## config.mk

```make
export PLATFORM = sky130hd
export DESIGN_NAME = piso_bit_serializer
export DESIGN_NICKNAME = d
export VERILOG_FILES = /design/src/rtl/piso_bit_serializer_pkg.sv /design/src/rtl/ser_bit_counter.sv /design/src/rtl/piso_bit_serializer.sv
export SDC_FILE = /design/constraint.sdc
export NUM_CORES = 1
export LEC_CHECK = 0
export BUFFER_PORTS_ARGS = -buffer_cell sky130_fd_sc_hd__buf_2
export CAP_MARGIN = 15
export CORE_MARGIN = 5
export CORE_UTILIZATION = 35
export CTS_CLUSTER_DIAMETER = 50
export DETAILED_ROUTE_END_ITERATION = 16
export GPL_ROUTABILITY_DRIVEN = 0
export PLACE_DENSITY = 0.59
export SYNTH_ARGS = -nofsm -noshare
export SYNTH_HDL_FRONTEND = slang
export SYNTH_SLANG_ARGS = --single-unit
```

## constraint.sdc

```tcl
create_clock -name clk -period 1.7 [get_ports clk]
set_clock_uncertainty 0.05 [all_clocks]
set_input_delay 0.255 -clock clk [delete_from_list [all_inputs] [get_ports clk]]
set_output_delay 0.255 -clock clk [all_outputs]
set_load 0.05 [all_outputs]
```

## src/rtl/piso_bit_serializer_pkg.sv

```systemverilog
// serializer_pkg: shared constants, FSM state encoding and clog2 helper for the bit serializer
package serializer_pkg;
  localparam int SER_WIDTH = 8;
  localparam logic [0:0] ST_IDLE = 1'b0;
  localparam logic [0:0] ST_SHIFT = 1'b1;
  function automatic int clog2(input int v);
    int r;
    r = 0;
    while ((1 << r) < v) r++;
    return r;
  endfunction
endpackage

```

## src/rtl/ser_bit_counter.sv

```systemverilog
// ser_bit_counter: mod-WIDTH bit index counter with clear/enable and a last-bit flag
//  clk, rst (sync, active-low) | clr: restart at 0 | inc: advance one bit
//  cnt_o: current bit index | last_o: cnt_o == WIDTH-1
module ser_bit_counter
  import serializer_pkg::*;
#(
  parameter int WIDTH = SER_WIDTH,
  parameter int CW = clog2(WIDTH)
) (
  input  logic          clk,
  input  logic          rst,
  input  logic          clr,
  input  logic          inc,
  output logic [CW-1:0] cnt_o,
  output logic          last_o
);
  logic [CW-1:0] cnt_q, cnt_d;
  always_comb cnt_d = clr ? '0 : inc ? cnt_q + CW'(1) : cnt_q;
  always_ff @(posedge clk)
    if (!rst) cnt_q <= '0;
    else cnt_q <= cnt_d;
  assign cnt_o = cnt_q;
  assign last_o = cnt_q == CW'(WIDTH - 1);
endmodule

```

## src/rtl/piso_bit_serializer.sv

```systemverilog
// piso_bit_serializer: parallel-in/serial-out word serializer with valid/ready load and stall
//  clk, rst (sync, active-low)
//  load_valid/load_data/load_ready: word handshake; load_ready is combinational
//  en: shift enable (0 = stall)
//  ser_out/ser_valid: registered serial bit and its qualifier
//  busy: word in flight | word_done: pulse alongside the last bit of a word
module piso_bit_serializer
  import serializer_pkg::*;
#(
  parameter int   WIDTH = SER_WIDTH,
  parameter bit   MSB_FIRST = 1'b1,
  parameter logic IDLE_BIT = 1'b0
) (
  input  logic             clk,
  input  logic             rst,
  input  logic             load_valid,
  input  logic [WIDTH-1:0] load_data,
  output logic             load_ready,
  input  logic             en,
  output logic             ser_out,
  output logic             ser_valid,
  output logic             busy,
  output logic             word_done
);
  localparam int CW = clog2(WIDTH);
  logic [0:0] state_q, state_d;
  logic [WIDTH-1:0] shreg_q, shreg_d;
  logic ser_out_q, ser_out_d, ser_valid_q, ser_valid_d;
  logic busy_q, busy_d, word_done_q, word_done_d;
  logic accept, advance, last;
  logic [CW-1:0] cnt;
  ser_bit_counter #(.WIDTH(WIDTH), .CW(CW)) u_cnt (
    .clk(clk), .rst(rst), .clr(accept), .inc(advance & ~last), .cnt_o(cnt), .last_o(last)
  );
  // In SHIFT a new word can only be taken while the last bit is being consumed
  assign load_ready = rst & ((state_q == ST_IDLE) | (last & en));
  always_comb begin
    accept = load_valid & load_ready;
    advance = (state_q == ST_SHIFT) & en & ~accept;
    state_d = state_q;
    shreg_d = shreg_q;
    ser_out_d = ser_out_q;
    ser_valid_d = 1'b0;
    busy_d = busy_q;
    word_done_d = 1'b0;
    // shreg holds the bits not yet driven, so the head is always at the shift end
    if (accept) begin
      state_d = ST_SHIFT;
      shreg_d = MSB_FIRST ? load_data << 1 : load_data >> 1;
      ser_out_d = MSB_FIRST ? load_data[WIDTH-1] : load_data[0];
      ser_valid_d = 1'b1;
      busy_d = 1'b1;
    end else if (advance & last) begin
      state_d = ST_IDLE;
      ser_out_d = IDLE_BIT;
      busy_d = 1'b0;
    end else if (advance) begin
      shreg_d = MSB_FIRST ? shreg_q << 1 : shreg_q >> 1;
      ser_out_d = MSB_FIRST ? shreg_q[WIDTH-1] : shreg_q[0];
      ser_valid_d = 1'b1;
      word_done_d = cnt == CW'(WIDTH - 2);
    end
  end
  always_ff @(posedge clk)
    if (!rst) begin
      state_q <= ST_IDLE;
      shreg_q <= '0;
      ser_out_q <= IDLE_BIT;
      ser_valid_q <= 1'b0;
      busy_q <= 1'b0;
      word_done_q <= 1'b0;
    end else begin
      state_q <= state_d;
      shreg_q <= shreg_d;
      ser_out_q <= ser_out_d;
      ser_valid_q <= ser_valid_d;
      busy_q <= busy_d;
      word_done_q <= word_done_d;
    end
  assign ser_out = ser_out_q;
  assign ser_valid = ser_valid_q;
  assign busy = busy_q;
  assign word_done = word_done_q;
endmodule

```

==> impl_table.tex <==
\begin{tabular}{lr}
\hline
Metric & Value \\
\hline
\multicolumn{2}{l}{\textbf{Setup path}} \\
\quad Critical path required time & 1.39 ns \\
\quad Worst Reg2Reg Path Length in Cells & 6 \\
\quad Category of the most critical setup path & reg2out \\
\quad WP data arrival & 1.34 ns \\
\quad Worst R2R Start & u\_cnt.cnt\_o[1] \\
\quad Flop2flop setup slack & 0.08 ns \\
\quad Crit path launch type & register \\
\quad Critical Path End Type & primary output \\
\quad Maximum fanout along the worst path & 5 \\
\quad Capture instance of the worst register-to-register path & shreg\_q[7] \\
\multicolumn{2}{l}{\textbf{Clock network}} \\
\quad Count of H-tree levels built during CTS & 1 \\
\quad Number of buffers on the longest clock path & 2 \\
\quad Clock net sink count & 14 \\
\quad CTS tree & yes \\
\quad Clock slew at the register clock pins of the worst setup and hold paths & 0.09 ns \\
\quad Hold buffer count at cts & 0 \\
\quad Clock Latency Late Sink & 0.27 ns \\
\quad Total clock buffers created by CTS & 3 \\
\quad Clock tree root buffer cell & clkbuf\_4 \\
\multicolumn{2}{l}{\textbf{Logic synthesis}} \\
\quad Count of different cell masters after synthesis & 24 \\
\quad Fraction of synthesized cell area taken by the top area cell type & 0.4341 \\
\quad Synthesized-area fraction occupied by adder cells & 0.05814 \\
\quad Number of enable-type register cells in the synthesized netlist & 0 \\
\quad Ranking of synthesized cells by instance count & dfxtp\_1 (14), nand2\_1 (7), o21a\_1 (6), o221a\_1 (6), nor2\_1 (5) \\
\quad Share of the yosys chip area belonging to registers & 0.4341 \\
\quad Fraction of registers with async set or reset after synthesis & 0 \\
\quad Simple-gate area share of the yosys netlist & 0.1415 \\
\quad Complex-gate fraction of the synthesized area & 0.3178 \\
\quad Cell type with the largest total area after synthesis & dfxtp\_1 \\
\quad Average size of a mapped cell & 9.933 µm² \\
\quad Xor/xnor share of the synthesized area & 0 \\
\quad Cell area after technology mapping & 645.6 µm² \\
\quad Most instantiated flip-flop cell in the synthesis netlist & dfxtp\_1 \\
\quad Top cells by area, synth & dfxtp\_1 (43\%), o221a\_1 (10\%), o21a\_1 (7.0\%) \\
\quad Combinational family with the most area after synthesis & compound AO/OA/AOI/OAI gates \\
\quad Gate count after technology mapping & 65 \\
\quad Post-synthesis mux area share & 0 \\
\quad Synth Warn \# & 0 \\
\quad Register bit total from synthesis & 14 \\
\quad Net count after synthesis & 80 \\
\quad Cell with the most instances after synthesis & dfxtp\_1 \\
\multicolumn{2}{l}{\textbf{Floorplanning}} \\
\quad Width of the chip & 52.95 µm \\
\quad Placeable core region & 1745 µm² \\
\quad Ports placed on the boundary & 17 \\
\quad Die Y & 52.95 µm \\
\quad Floorplan die area & 2804 µm² \\
\quad Starting Density & 0.3699 \\
\quad Total number of placement rows & 15 \\
\multicolumn{2}{l}{\textbf{Placed design}} \\
\quad IO Port Bufs & 16 \\
\quad HPWL reported at the end of detailed placement & 1.013 mm \\
\quad Total placed cells including tap cells & 105 \\
\quad Placement-stage worst setup slack & 0.01439 ns \\
\multicolumn{2}{l}{\textbf{Global route}} \\
\quad Largest net degree at the start of global routing & 11 \\
\quad Initial antenna violation count & 0 \\
\quad Vias in the first global route & 542 \\
\quad Global-route wire length before repair & 2.304 mm \\
\quad Global-route usage over all layers & 0.1112 \\
\quad Overflow after GRT & 0 \\
\multicolumn{2}{l}{\textbf{Pwr}} \\
\quad Portion of total power attributed to combinational logic & 0.174 \\
\quad Clock power frac & 0.328 \\
\quad Peak ir drop on the vdd network & 0.3554 mV \\
\quad Power density cells & 874.3 nW/µm² \\
\quad Static power due to leakage & 0.0003348 µW \\
\quad Power Internal & 532.5 µW \\
\quad Fraction of power spent switching nets & 0.2691 \\
\quad Relative contribution of sequential cells to total power & 0.497 \\
\quad Switch Pwr & 196.1 µW \\
\multicolumn{2}{l}{\textbf{Min path}} \\
\quad Start point of the worst hold path & load\_valid \\
\quad Tightest Hold Check Type & in2reg \\
\quad Endpoint of the worst hold-timing path & busy \\
\quad Number of stages on the worst hold path & 3 \\
\multicolumn{2}{l}{\textbf{Finish}} \\
\quad Layout-stage area growth over the synthesis result & 29.07\% \\
\quad Number of nets in the layout & 101 \\
\quad Number of standard cells in the final layout excluding fillers & 110 \\
\quad Fraction of final layout cells sized beyond drive strength 1 & 0.3647 \\
\quad Area of the multi-input gates & 367.9 µm² \\
\quad Number of antenna cells inserted & 0 \\
\quad Filler Cells Inserted & 169 \\
\quad Register cell area after layout & 281.5 µm² \\
\multicolumn{2}{l}{\textbf{Routing}} \\
\quad Number of search-and-repair iterations in the first detailed-routing pass & 2 \\
\quad Routed length on met3 & 93 µm \\
\quad Routed wire length on met2 & 587 µm \\
\quad Final Routed Wirelength & 1.444 mm \\
\quad Starting DRC count in detailed routing & 8 \\
\quad Routed via count & 557 \\
\quad Highest routed layer & met4 \\
\quad ANT nets after route & 0 \\
\quad Drt drc & 0 \\
\quad Routed length per placed instance & 13.13 µm \\
\quad Via count normalized by instance count & 5.064 \\
\quad Met1 Routed Length & 735 µm \\
\multicolumn{2}{l}{\textbf{Timing}} \\
\quad Least setup slack across all paths after layout & 0.05508 ns \\
\quad Tightest Pin Transition & 0.2657 ns \\
\quad Maximum clock rate & 0.6079 GHz \\
\quad Final-report hold violation count & 0 \\
\quad Remaining max-slew budget at the tightest pin & 0.8228 \\
\quad Smallest hold slack & 0.1907 ns \\
\quad Pins over their slew limit & 0 \\
\quad Final clock period utilization by the worst path & 0.9676 \\
\quad Final worst path period need & 1.645 ns \\
\quad Number of failing setup endpoints in the final timing report & 0 \\
\multicolumn{2}{l}{\textbf{Run status}} \\
\quad Status & finished, final reports clean \\
\multicolumn{2}{l}{\textbf{Job}} \\
\quad Max Cap Viol & 0 \\
\hline
\end{tabular}
==> worst max-delay path, stage by stage, from the launching register on <==
cell	delay, ns
dfxtp_1	0.36
ha_4	0.17
ha_4	0.17
a21boi_4	0.16
nor2_2	0.05
buf_6	0.15
==> worst max-delay path by stage <==
| stage | slack, ns | startpoint | endpoint | cells past startpoint |
|---|---|---|---|---|
| after CTS | 0.0002 | u_cnt.cnt_o[0] | load_ready | 5 |
| after detailed placement | 0.01 | u_cnt.cnt_o[0] | shreg_q[7] | 5 |
| after floorplan | 0.09 | busy | shreg_q[2] | 3 |
| after global placement | 0.04 | u_cnt.cnt_o[0] | shreg_q[7] | 5 |
| after global routing | -0.0008 | u_cnt.cnt_o[1] | load_ready | 5 |
| final | 0.06 | u_cnt.cnt_o[1] | load_ready | 5 |
==> metal layers <==
metal	vias up	GRT usage
li1	285	-
met1	250	0.1383
met2	18	0.1756
met3	4	0.03099
met4	0	0.05106
met5	-	0
==> kinds of logic (layout without fill, tap and decap cells) <==
group | count (synthesis) | after routing
buf+inv | 5 | 25
compound gates | 25 | 25
simple gates | 18 | 18
flops | 14 | 14
fa+ha+maj | 3 | 3
==> flip-flops by register name, summed over array words and instances (netlist names) <==
| signal | count |
|---|---|
| ser_out | 1 |
| ser_valid | 1 |
| u_cnt.cnt_o | 3 |
| word_done | 1 |
| shreg_q | 7 |
| busy | 1 |
==> layout by cell type, fill, tap and decap left out, types with 2 or more instances in the layout <==
cell / instances
ha_4: 2
dfxtp_1: 13
o21a_1: 6
nor2_1: 4
o221a_1: 6
nand2_1: 7
inv_1: 2
a21oi_1: 3
o211ai_1: 3
buf_2: 15
clkbuf_4: 3
buf_4: 3
==> final cells by class <==
type / instances / area share
clock buffers: 4 / 0.04354
repair buffers: 19 / 0.1306
flip-flops and latches: 14 / 0.3378
inverters: 2 / 0.009009
well taps: 25 / 0.03754
multi-input cells: 46 / 0.4414
==> through the flow <==
stage	instance area, µm²	util	total power [µW]	setup TNS, ns
floorplan	648.1	-	451.5	0
finish	833.3	0.4774	728.6	0
global placement	750.7	0.4301	485.0	0
global route	833.3	0.4774	766.1	-0.0008118
CTS	805.8	0.4616	731.0	0
detailed placement	750.7	0.4301	486.4	0
==> power by group through the flow <==
| stage | Combinational, µW | Sequential [µW] | Clock (µW) |
|---|---|---|---|
| 3_5_place_dp | 118 | 368 | 0 |
| 2_1_floorplan | 66.4 | 385 | 0 |
| 6_report | 127 | 362 | 239 |
| 3_3_place_gp | 117 | 368 | 0 |
| 5_1_grt | 138 | 365 | 263 |
| 4_1_cts | 125 | 361 | 245 |
==> repair_timing <==
action,CTS,global route
pin swaps,1,2
setup endpoints to repair,3,11
setup buffers,1,0
resized for setup,4,6
cloned,0,0
No activity file was read; power rests on OpenSTA's default activity.
